File: src/rtl/ram_copy_engine.sv
// Block copy engine for a single-port synchronous word RAM: copies len words from src_addr to dst_addr
// under a start/busy/done handshake. Optional running checksum of copied words under `CHECKSUM_EN.
module ram_copy_engine #(
   parameter int ADDR_WIDTH = 10
) (
   input  logic                  clk,
   input  logic                  rst,
   input  logic                  start,
   input  logic [ADDR_WIDTH-1:0] src_addr,
   input  logic [ADDR_WIDTH-1:0] dst_addr,
   input  logic [ADDR_WIDTH:0]   len,
   output logic                  busy,
   output logic                  done,
   output logic [ADDR_WIDTH:0]   words_done,
   output logic [31:0]           checksum,
   output logic                  ram_we,
   output logic [ADDR_WIDTH-1:0] ram_addr,
   output logic [31:0]           ram_din,
   input  logic [31:0]           ram_dout
);

   typedef enum logic [2:0] {IDLE, RD, CAP, WR, DONE} state_t;

   localparam logic [ADDR_WIDTH-1:0] PTR_ONE = 1;
   localparam logic [ADDR_WIDTH:0]   CNT_ONE = 1;

   state_t                state;
   logic [ADDR_WIDTH-1:0] src_ptr;
   logic [ADDR_WIDTH-1:0] dst_ptr;
   logic [ADDR_WIDTH:0]   len_q;
   logic                  last_word;

   assign last_word = (words_done + CNT_ONE) == len_q;

`ifdef CHECKSUM_EN
   logic [31:0] checksum_q;
   assign checksum = checksum_q;
`else
   assign checksum = 32'h0;
`endif

   // Every RAM-facing output is loaded on the edge that enters the state it belongs to, so the
   // port is driven purely from flops and nothing from start/len reaches ram_* combinationally.
   always_ff @(posedge clk or posedge rst) begin
      if (rst) begin
         // NOTE: state and the output flops sit on the async reset so ram_we drops the instant
         // rst rises, without waiting for a clock edge.
         state      <= IDLE;
         busy       <= 1'b0;
         done       <= 1'b0;
         words_done <= '0;
         ram_we     <= 1'b0;
         ram_addr   <= '0;
         ram_din    <= '0;
         src_ptr    <= '0;
         dst_ptr    <= '0;
         len_q      <= '0;
`ifdef CHECKSUM_EN
         checksum_q <= '0;
`endif
      end else begin
         // NOTE: non-blocking assignments throughout, so every branch sees the pre-edge values.
         case (state)
            IDLE: begin
               if (start && len != '0) begin
                  src_ptr    <= src_addr;
                  dst_ptr    <= dst_addr;
                  len_q      <= len;
                  words_done <= '0;
`ifdef CHECKSUM_EN
                  checksum_q <= '0;
`endif
                  ram_addr   <= src_addr;
                  ram_we     <= 1'b0;
                  busy       <= 1'b1;
                  state      <= RD;
               end else if (start) begin
                  done  <= 1'b1;
                  state <= DONE;
               end
            end
            RD: state <= CAP;
            CAP: begin
               ram_din  <= ram_dout;
               ram_addr <= dst_ptr;
               ram_we   <= 1'b1;
               state    <= WR;
            end
            WR: begin
               src_ptr    <= src_ptr + PTR_ONE;
               dst_ptr    <= dst_ptr + PTR_ONE;
               words_done <= words_done + CNT_ONE;
`ifdef CHECKSUM_EN
               checksum_q <= checksum_q + ram_din;
`endif
               ram_we     <= 1'b0;
               if (last_word) begin
                  busy  <= 1'b0;
                  done  <= 1'b1;
                  state <= DONE;
               end else begin
                  ram_addr <= src_ptr + PTR_ONE;
                  state    <= RD;
               end
            end
            DONE: begin
               done  <= 1'b0;
               state <= IDLE;
            end
            default: state <= IDLE;
         endcase
      end
   end

endmodule

File: config.mk
export PLATFORM = sky130hd
export DESIGN_NAME = ram_copy_engine
export DESIGN_NICKNAME = d
export VERILOG_FILES = /design/src/rtl/ram_copy_engine.sv
export SDC_FILE = /design/constraint.sdc
export NUM_CORES = 1
export LEC_CHECK = 0
export BUFFER_PORTS_ARGS = -buffer_cell sky130_fd_sc_hd__buf_2
export CORE_ASPECT_RATIO = 1.1
export CORE_MARGIN = 2
export CORE_UTILIZATION = 30
export DETAILED_ROUTE_END_ITERATION = 10
export PLACE_DENSITY = 0.52
export SLEW_MARGIN = 15
export SYNTH_ARGS = -nofsm -noshare
export SYNTH_HDL_FRONTEND = slang
export SYNTH_SLANG_ARGS = --single-unit
File: constraint.sdc
create_clock -name clk -period 2.8 [get_ports clk]
set_input_delay 0.14 -clock clk [delete_from_list [all_inputs] [get_ports clk]]
set_output_delay 0.14 -clock clk [all_outputs]
set_load 0.02 [all_outputs]
# Word-level counts from Yosys, hierarchy flattened
# Cells that the tools add are included.
[word_totals] reg_bits=90 input_bits=66 out_inout_bits=88 elab_cells=57
[op_classes] addsub=3 eq_ne=11 muxes=21 reduce_logical=12
[ops] operator="10-bit one-hot mux with 2 select lines" n=2
[ops] operator="10-bit 2-to-1 mux" n=3
[ops] operator="10-bit one-hot mux with 3 select lines" n=1
[ops] operator="11-bit one-hot mux with 2 select lines" n=1
[ops] operator="10-bit by 1-bit adder with 10-bit output, second input constant" n=2
[ops] operator="3-bit one-hot mux with 4 select lines" n=1
[ops] operator="11-bit by 1-bit adder with 11-bit output, second input constant" n=1
[ops] operator="11-bit equality test" n=1
[ops] operator="11-bit 2-to-1 mux" n=1
[ops] operator="11-bit nonzero test" n=1
[ops] operator="2-bit inequality test, second input constant" n=5
[ops] operator="3-bit 2-to-1 mux" n=3
[ops] operator="3-bit by 2-bit equality test with 1-bit output, second input constant" n=2
[ops] operator="1-bit 2-to-1 mux" n=6
[ops] operator="1-bit one-hot mux with 3 select lines" n=2
[ops] operator="2-bit AND reduction" n=3
[ops] operator="3-bit AND reduction" n=2
[ops] operator="3-bit nonzero test" n=2
[ops] operator="4-bit AND reduction" n=1
[ops] operator="3-bit by 1-bit equality test with 1-bit output, second input constant" n=1
[ops] operator="3-bit equality test, second input constant" n=1
[ops] operator="3-bit zero test" n=1
[ops] operator="3-bit inequality test, second input constant" n=1
[ops] operator="1-bit one-hot mux with 2 select lines" n=1
[ops] operator="other kinds (2)" n=2

# Logic depth before layout (Yosys ltp)
# Gate-level depths: netlist (run 1).
[depth] word_depth=4 depth_mapped=9

# Worst setup path after synthesis (run 1)
# Ideal clock, no wire load.
[synth_timing] path_kind="reg2reg" start="register words_done[0]" end="register ram_addr[9]" setup_time_ns=0.124 arrival_time_ns=2.141 required_time_ns=2.676 slack_ns=0.534 stages_incl_launch_ff=10 period_less_slack_ns=2.266 path_cell_list="dfrtp_1 > ha_1 > buf_4 > nand3_4 > o21a_1 > or4_1 > o311ai_2 > a31oi_1 > buf_6 > a2bb2oi_2"
[synth_between] elab_chain_len=4
[synth_rtl] element="start, declared" line_no="14" rtl="output logic [ADDR_WIDTH:0] words_done,"
[synth_rtl] element="start signal, assigned" line_no="92" rtl="words_done <= words_done + CNT_ONE;"
[synth_rtl] element="11-bit by 1-bit adder with 11-bit output" line_no="33" rtl="assign last_word = (words_done + CNT_ONE) == len_q;"
[synth_rtl] element="11-bit equality test" line_no="33"
[synth_rtl] element="2-bit inequality test (no line)"
[synth_rtl] element="3-bit AND reduction (no line)"
[synth_rtl] element="end signal, assigned" line_no="73" rtl="ram_addr <= src_addr;"
[synth_rtl] element="end signal, assigned" line_no="85" rtl="ram_addr <= dst_ptr;"
[synth_rtl] element="end signal, assigned" line_no="102" rtl="ram_addr <= src_ptr + PTR_ONE;"
[synth_rtl] element="end, declared" line_no="17" rtl="output logic [ADDR_WIDTH-1:0] ram_addr,"
# No other way between the ends.
# A chain may end at the register's enable or synchronous reset.

# Worst setup path after layout (run 1)
[layout_timing] start="register words_done[0]" end="register ram_addr[6]"
# Same word-level chain as after synthesis.

==> metrics.cfg, run 1 <==
[timing]
period_minus_slack_ns=2.42
setup_ws_ns=0.375
period_share_pct=86.6
holdWs_ns=0.0201
setup_viol=0
setup_tns_ns=0
clock.fmax_mhz=412
finalHoldViolations=0
skew_ns=0.0104
finalMaxSlewViolations=0
relSlewSlack_pct=45.5
rsz0062_at_grt=false
worst_pin_slew_ns=0.817

[worst_setup_path]
worstPathArrival_ns=2.65
path_class=reg2reg
end_kind=flip-flop
worstPathRequired_ns=3.03
start_kind=flip-flop
critPathMaxFanout=10

[finish]
syn_to_final_growth_pct=22.3
final_cells=802
diodes=0
final.fill_count=1592
seq_area_um2=2250
multi_input_area_um2=2250
final_nets=666
final_core_util_pct=37.5
postLayoutCellArea_um2=5880
drive_above_1_share_pct=33.9

[yosys]
synth-async-reset-ratio_pct=100
ys.warnings.count=0
avgSynthCellArea_um2=10.1
synth_ff_type=dfrtp_1
synth_area_um2=4810
seq_area_frac_synth_pct=46.9
synthCells=476
ys_types=56
synthTopCellsByArea=dfrtp_1 (47%), mux2_2 (7.7%), buf_4 (5.5%)
synth_top_cell_area_share_pct=46.9
yosys.area.top_type=dfrtp_1
synth-seq-cells=90
synth_edf_count=0

[drt]
drt-initial-drc-count=209
vias_per_cell=4.90
drc=0
routedWlPerCell_um=15.2
drtPass1Iterations=4
drt_wl_total_mm=12.2
vias=3926
ant_nets=0

[floorplan]
rows=48
initial_core_util_pct=30.7
die-area_um2=17000
ios=154
dieHeight_um=137
core_um2=15700
dieWidth_um=125

[clock_network]
clk_latency_ns=0.35
clockBufferDepth=2
root_buffer=clkbuf_16
numCtsBuffers=9
cts.clk_slew.worst_paths_ns=0.06
postCtsSetupBuffers=0
cts_tree=built
cts-htree-levels=3
clkSinkCount=90

[pwr]
p_leak_nw=2.69
power_density_nw_per_um2=1200
peakVddDrop_mv=0.468
power_mw=7.04

[place]
placed_cell_area_um2=5500
io_buffers=121
place.gp.congestion=0.856
place_inst=781
dp_hpwl_mm=8.89
preCtsSetupSlack_ns=0.400

[run]
cap_violations=0

[worst_hold_path]
hp-class=in2reg

[run_status]
status=finished, final reports clean

[global_routing]
grt_usage_pct=14.5
grt_max_degree=48
antenna_found_initial=0
grt.overflow.total=0
grt_pass1_wl_mm=19.5
grt_pass1_vias=3746

==> synthesized netlist by cell type, types with 7 or more instances <==
master and n:
a21oi_1 14, xnor2_1 14, nand2_1 69, dfrtp_1 90, nor2_1 35, xor2_1 9
buf_2 8, a2bb2oi_2 9, inv_1 7, mux2_2 33, a31oi_1 11, buf_4 35
nand3_1 11, o22ai_1 8, o21ai_0 33, clkbuf_1 12
==> report_power, final <==
part	internal [mW]	total (mW)	switching, mW
Combinational	1.44	3.30	1.86
Clock	0.807	1.32	0.511
Sequential	1.89	2.42	0.529
Total	4.14	7.04	2.90
==> cell families after synthesis <==
family | count (synthesis) | synth area share [%]
fa+ha+maj | 3 | 0.781
flops | 90 | 46.9
buf+inv | 68 | 8.88
other cells | 1 | 0.0780
mux | 33 | 7.73
compound gates | 105 | 15.8
simple gates | 153 | 15.7
xor+xnor | 23 | 4.19
==> per-layer routing <==
layer	routed length, µm	part of all wire, %	global-route usage (%)	vias to the layer above
met2	5630	46	22.6	144
met3	671	5.5	3.09	23
li1	-	-	-	1866
met1	5450	45	18.6	1893
met4	412	3.4	8.30	0
met5	0	0	0	-
==> timing repair <==
item                      CTS  global route
hold endpoints to repair   50             0
gates resized for setup     0             0
hold buffers                5             0
==> registers in the layout, indices dropped and copies added (netlist names) <==
name	flops
words_done	11
dst_ptr	10
src_ptr	10
done	1
state	3
ram_addr	10
ram_din	32
ram_we	1
busy	1
len_q	11
==> worst max-delay path: stages, from the launching register on <==
cell,delay (ns)
dfrtp_1,0.47
ha_1,0.35
nand3_4,0.18
o21a_1,0.23
or4_1,0.41
o311ai_2,0.14
a31oi_1,0.16
buf_4,0.22
a2bb2oi_2,0.14
==> path summary, 6_finish.rpt <==
| check | from | to | slack, ns | depth (start not counted) |
|---|---|---|---|---|
| max | words_done[0] | ram_addr[6] | 0.38 | 8 |
| max in group asynchronous | rst | src_ptr[6] | 1.60 | 4 |
| max reg2reg | words_done[0] | ram_addr[6] | 0.38 | 8 |
| min | ram_dout[25] | ram_din[25] | 0.02 | 2 |
| min in group asynchronous | rst | ram_din[9] | 0.48 | 3 |
| min reg2reg | ram_we | ram_we | 0.48 | 1 |
==> layout by cell type (no fill, tap or decap), types with 3 or more instances in the layout <==
cell type and instances:
mux2_2 33, nand3_1 11, nand2_1 69, o22ai_1 8, o311ai_0 3, a31oi_1 11, nor3_1 6, nand4_1 4
a21oi_1 14, ha_1 3, buf_4 13, buf_2 121, xnor2_1 14, o21ai_0 33, inv_1 6, a221o_1 6
a2bb2oi_2 9, and3_1 6, o21a_1 3, dfrtp_1 90, dlygate4sd3_1 5, xor2_1 9, conb_1 32, a211oi_1 3
nor2_1 34, clkbuf_16 9
==> final cells by class <==
type | instances | area share [%]
clock buffer | 12 | 4.20
clock inverter | 4 | 1.28
inverter | 7 | 0.468
multi-input combinational | 349 | 38.3
sequential | 90 | 38.3
tap | 200 | 4.26
timing repair buffer | 140 | 13.2
Power figures use the tool's default switching activity.
==> run 2, diff against run 1 <==
--- a/config.mk
+++ b/config.mk
@@ -11,6 +11,7 @@
 export CORE_UTILIZATION = 30
 export DETAILED_ROUTE_END_ITERATION = 10
 export PLACE_DENSITY = 0.52
+export REMOVE_ABC_BUFFERS = 1
 export SLEW_MARGIN = 15
 export SYNTH_ARGS = -nofsm -noshare
 export SYNTH_HDL_FRONTEND = slang
==> run 2 against run 1 <==
Critical path depth stayed put. Sequential power hardly changed. Die area stayed put. Largest cell class is now multi-input combinational cells. Largest power group unchanged. Highest routed layer is now met5.
==> metrics.cfg, run 2 (synthesized netlist as in run 1, its figures left out) <==
[drt]
vias_per_cell=4.82  ; -1.5%
routedWlPerCell_um=15.5  ; +2.2%
drtPass1Iterations=4  ; unchanged
drt-initial-drc-count=217  ; +3.8%
vias=3896  ; -0.76%
ant_nets=0  ; unchanged
drt_wl_total_mm=12.5  ; +3.0%
drc=0  ; unchanged

[clock_network]
cts.clk_slew.worst_paths_ns=0.07  ; about the same
clockBufferDepth=2  ; unchanged
cts-htree-levels=3  ; unchanged
clkSinkCount=90  ; unchanged
root_buffer=clkbuf_16
postCtsSetupBuffers=0  ; unchanged
numCtsBuffers=9  ; unchanged
clk_latency_ns=0.35  ; about the same
cts_tree=built

[worst_setup_path]
end_kind=flip-flop
path_class=reg2reg
critPathMaxFanout=8  ; -2
start_kind=flip-flop
r2r-start=words_done[0]
worstPathArrival_ns=2.75  ; +0.10 ns
worstPathRequired_ns=3.08  ; +0.05 ns
critPathLaunch=words_done[0]

[finish]
final_cell_mix=buf_2 (121), dfrtp_1 (90), nand2_1 (69)
postLayoutCellArea_um2=5910  ; +0.62%
top_register=ram_din
final_core_util_pct=37.7  ; +0.23 points
reg_top3=ram_din x32, len_q x11, words_done x11
syn_to_final_growth_pct=23.0
layout_commonest_cell=buf_2
drive_above_1_share_pct=33.9  ; +0.050 points
largest_register_ffs=32  ; unchanged
final.fill_count=1580  ; -0.75%
final_nets=671  ; +0.75%

[pwr]
combinationalPowerShare_pct=48.4  ; +1.5 points
peakVddDrop_mv=0.470  ; +0.26%
seqPwrFrac_pct=34.6  ; +0.2 points
clockPowerShare_pct=17.0  ; -1.7 points
internal_power_mw=3.96  ; -4.3%
switching_share_pct=42.9  ; +1.7 points
p_sw_mw=2.98  ; +2.6%
power_density_nw_per_um2=1170  ; -2.0%
p_leak_nw=2.71  ; +0.49%

[floorplan]
initial_core_util_pct=30.7  ; unchanged
die-area_um2=17000  ; unchanged
dieHeight_um=137  ; unchanged
ios=154  ; unchanged
rows=48  ; unchanged
dieWidth_um=125  ; unchanged
core_um2=15700  ; unchanged

[global_routing]
grt_pass1_vias=3904  ; +4.2%
antenna_found_initial=2  ; +2
grt_pass1_wl_mm=20.3  ; +3.9%
grt.overflow.total=0  ; unchanged
grt_usage_pct=15.0  ; +0.52 points
grt_max_degree=39  ; -19%

[place]
placed_cell_area_um2=5510  ; +0.14%
dp_hpwl_mm=9.07  ; +2.0%
io_buffers=121  ; unchanged
place.gp.congestion=0.870  ; +1.6%

[timing]
finalMaxSlewViolations=0  ; unchanged
relSlewSlack_pct=31.8  ; -14 points
clock.fmax_mhz=405  ; -1.8%
setup_tns_ns=0  ; unchanged
rsz0062_at_grt=false
finalHoldViolations=0  ; unchanged
worst_pin_slew_ns=1.02  ; +0.203 ns
skew_ns=0.00772  ; -0.00273 ns
period_share_pct=88.2  ; +1.6 points
setup_viol=0  ; unchanged
period_minus_slack_ns=2.47  ; +0.0451 ns

[run_status]
status=finished, final reports clean

[worst_hold_path]
min_from=dst_addr[9]
hp-class=in2reg

[run]
cap_violations=0  ; unchanged

## run 2: metal layers
layer / vias to the layer above / part of all wire, % / track usage, %
met5: - / 0.064 / 0
met4: 2 / 2.7 / 7.43
met3: 21 / 5.9 / 3.17
met2: 133 / 47 / 24.0
met1: 1868 / 44 / 19.4
li1: 1872 / - / -
## run 2: path summary, 6_finish.rpt
path	endpoint	slack (ns)	cells past startpoint
min in group asynchronous	len_q[7]	0.41	3
worst max-delay path	ram_addr[8]	0.33	8
worst min register to register	busy	0.49	1
worst max register to register	ram_addr[8]	0.33	8
max in group asynchronous	words_done[0]	1.71	4
worst min-delay path	dst_ptr[9]	0.01	3
## run 2: what timing repair did
item / CTS / global route
endpoints found under the hold margin: 46 / 0
gates resized for setup: 0 / 0
hold buffers: 11 / 0
## run 2: power groups by stage
stage / combinational [mW] / sequential [mW] / clock [mW]
2_1_floorplan: 1.88 / 2.79 / 0
3_3_place_gp: 3.31 / 2.41 / 0
6_report: 3.36 / 2.40 / 1.18
4_1_cts: 3.39 / 2.40 / 1.23
3_5_place_dp: 3.37 / 2.41 / 0
5_1_grt: 3.68 / 2.50 / 1.28
## run 2: cell type report
class / count / area [µm²] / share of cell area (%)
antenna: 1 / 2.50 / 0.0423
clock buffer: 9 / 225 / 3.81
clock inverter: 7 / 62.6 / 1.06
inverter: 7 / 27.5 / 0.466
multi-input combinational: 349 / 2250 / 38.1
sequential: 90 / 2250 / 38.1
tap: 200 / 250 / 4.23
timing repair buffer: 145 / 838 / 14.2
## run 2: worst max-delay path, cell delays in order, from the launching register on
cell and delay (ns):
dfrtp_1 0.46, ha_1 0.36, nand3_4 0.18, o21a_1 0.23, or4_1 0.42, o311ai_2 0.14
nand3_2 0.24, buf_4 0.24, a2bb2oi_2 0.12
## run 2: per-stage QoR
step | setup WS, ns | cells | power [mW] | hold slack [ns]
after floorplan | -0.457 | 446 | 4.67 | 0.245
after global placement | 0.425 | 780 | 5.72 | 0.254
after detailed placement | 0.343 | 780 | 5.78 | 0.264
after CTS | 0.329 | 807 | 7.03 | 0.000179
after global routing | 0.155 | 808 | 7.47 | 0.0128
final | 0.330 | 808 | 6.94 | 0.0111
==> run 3, diff against run 2 <==
--- a/config.mk
+++ b/config.mk
@@ -5,12 +5,12 @@
 export SDC_FILE = /design/constraint.sdc
 export NUM_CORES = 1
 export LEC_CHECK = 0
-export BUFFER_PORTS_ARGS = -buffer_cell sky130_fd_sc_hd__buf_2
 export CORE_ASPECT_RATIO = 1.1
 export CORE_MARGIN = 2
 export CORE_UTILIZATION = 30
 export DETAILED_ROUTE_END_ITERATION = 10
-export PLACE_DENSITY = 0.52
+export DONT_BUFFER_PORTS = 1
+export PLACE_DENSITY = 0.44
 export REMOVE_ABC_BUFFERS = 1
 export SLEW_MARGIN = 15
 export SYNTH_ARGS = -nofsm -noshare
==> run 3 against run 2 <==
Clock power hardly changed. Hold slack better by 0.015 ns. Routed wire length up 1.6%. Power shrank 4.5%. First-iteration DRC count fell by 1.8%. Count of clock-buffer cells in the layout stayed put. Largest cell class unchanged.
==> metrics.cfg, run 3 (synthesized netlist as in run 1, its figures left out) <==
[run_status]
status=finished, final reports clean

[timing]
skew_ns=0.00671  ; -0.00101 ns
clock.fmax_mhz=405  ; about the same
setup_viol=0  ; unchanged
period_share_pct=88.2  ; about the same
relSlewSlack_pct=26.3  ; -5.5 points
finalMaxSlewViolations=0  ; unchanged
holdWs_ns=0.0256  ; +0.0145 ns
worst_pin_slew_ns=1.10  ; +0.0823 ns
finalHoldViolations=0  ; unchanged
rsz0062_at_grt=false
period_minus_slack_ns=2.47  ; -0.00108 ns

[finish]
seq_area_um2=2250  ; unchanged
diodes=0  ; -1
layout_commonest_cell=dfrtp_1
top_register=ram_din
final_nets=604  ; -10%
drive_above_1_share_pct=16.5  ; -17 points
syn_to_final_growth_pct=20.9
multi_input_area_um2=2250  ; unchanged
final_cell_mix=dfrtp_1 (90), nand2_1 (69), dlygate4sd3_1 (61)
final.fill_count=1592  ; +0.76%
largest_register_ffs=32  ; unchanged
final_core_util_pct=37.1  ; -0.64 points
reg_top3=ram_din x32, len_q x11, words_done x11

[clock_network]
cts_tree=built
numCtsBuffers=9  ; unchanged
cts.clk_slew.worst_paths_ns=0.07  ; about the same
cts_resized=0  ; unchanged
root_buffer=clkbuf_16
clkSinkCount=90  ; unchanged
clk_latency_ns=0.35  ; about the same
clockBufferDepth=2  ; unchanged
cts-htree-levels=3  ; unchanged

[worst_setup_path]
slowest_stage=dfrtp_1
path_class=reg2reg
max_stage_delay_ns=0.68  ; +0.22 ns
path_delay_family=simple AND/OR/NAND/NOR gates
worstPathArrival_ns=2.70  ; -0.05 ns
start_kind=flip-flop
path_buf_inv=1  ; unchanged
worstPathRequired_ns=3.03  ; -0.05 ns
end_kind=flip-flop
crit_chain=nand4_2 -> nor3b_1 -> o2111ai_1 -> nor4_4 -> a31oi_1 -> buf_4 -> a2bb2oi_2
critPathMaxFanout=9  ; +1

[drt]
routedWlPerCell_um=17.2  ; +11%
drtPass1Iterations=4  ; unchanged
drt-initial-drc-count=213  ; -1.8%
ant_nets=0  ; unchanged
drt_wl_total_mm=12.7  ; +1.6%
drc=0  ; unchanged
vias=3633  ; -6.8%
vias_per_cell=4.91  ; +1.8%

[floorplan]
ios=154  ; unchanged
dieHeight_um=137  ; unchanged
rows=48  ; unchanged
core_um2=15700  ; unchanged
initial_core_util_pct=30.7  ; unchanged
dieWidth_um=125  ; unchanged
die-area_um2=17000  ; unchanged

[pwr]
peakVddDrop_mv=0.455  ; -3.0%
p_leak_nw=2.44  ; -9.8%
power_density_nw_per_um2=1140  ; -2.8%

[global_routing]
grt.overflow.total=0  ; unchanged
grt_pass1_vias=3811  ; -2.4%
grt_pass1_wl_mm=20.2  ; about the same
antenna_found_initial=0  ; -2
grt_max_degree=91  ; +130%
grt_usage_pct=15.3  ; +0.35 points

[worst_hold_path]
hp-class=in2reg

[place]
io_buffers=0  ; -100%
dp_hpwl_mm=8.88  ; -2.1%
place.gp.congestion=0.782  ; -10%

[run]
cap_violations=0  ; unchanged

[run 3: worst paths after layout]
path                               start     endpoint  slack (ns)  cells past startpoint
setup / recovery           words_done[3]  ram_addr[9]        0.33                      7
max in group asynchronous            rst     len_q[6]        2.06                      3
min in group asynchronous            rst  ram_din[29]        0.36                      3
hold reg to reg                 len_q[0]     len_q[0]        0.50                      2
hold / removal               src_addr[7]   src_ptr[7]        0.03                      3
setup reg to reg           words_done[3]  ram_addr[9]        0.33                      7
[run 3: area by class of cell]
type / instances / area share, %
inverters: 7 / 0.474
well taps: 200 / 4.31
clock buffers: 9 / 3.88
flip-flops and latches: 90 / 38.8
clock inverters: 7 / 0.904
repair buffers: 78 / 12.9
multi-input cells: 349 / 38.8
[run 3: metal layers]
layer / GRT usage [%] / share of wire [%]
met1: 17.8 / 42
met2: 26.2 / 49
met3: 6.57 / 8.0
met4: 4.06 / 1.3
met5: 0 / 0
[run 3: timing repair]
action,CTS,global route
buffers inserted,0,0
hold endpoints to repair,150,0
setup endpoints to repair,0,0
hold buffers,61,0
[run 3: report_power, final]
| group | internal, mW | switching (mW) |
|---|---|---|
| Clock | 0.608 | 0.540 |
| Combinational | 1.24 | 1.35 |
| Sequential | 1.89 | 0.999 |
[run 3: worst min-delay path: stages]
cell,delay [ns]
nand2_1,0.03
and3_1,0.13
a21oi_1,0.03
[run 3: stage by stage]
stage | total power [mW] | worst slack, ns | cell area (µm²) | TNS (ns) | instances
final | 6.63 | 0.331 | 5810 | 0 | 740
after global routing | 7.13 | 0.0704 | 5810 | 0 | 740
after CTS | 6.73 | 0.254 | 5810 | 0 | 740
after detailed placement | 5.48 | 0.261 | 4920 | 0 | 663
after global placement | 5.40 | 0.323 | 4920 | 0 | 663
after floorplan | 4.67 | -0.457 | 4520 | -3.26 | 446
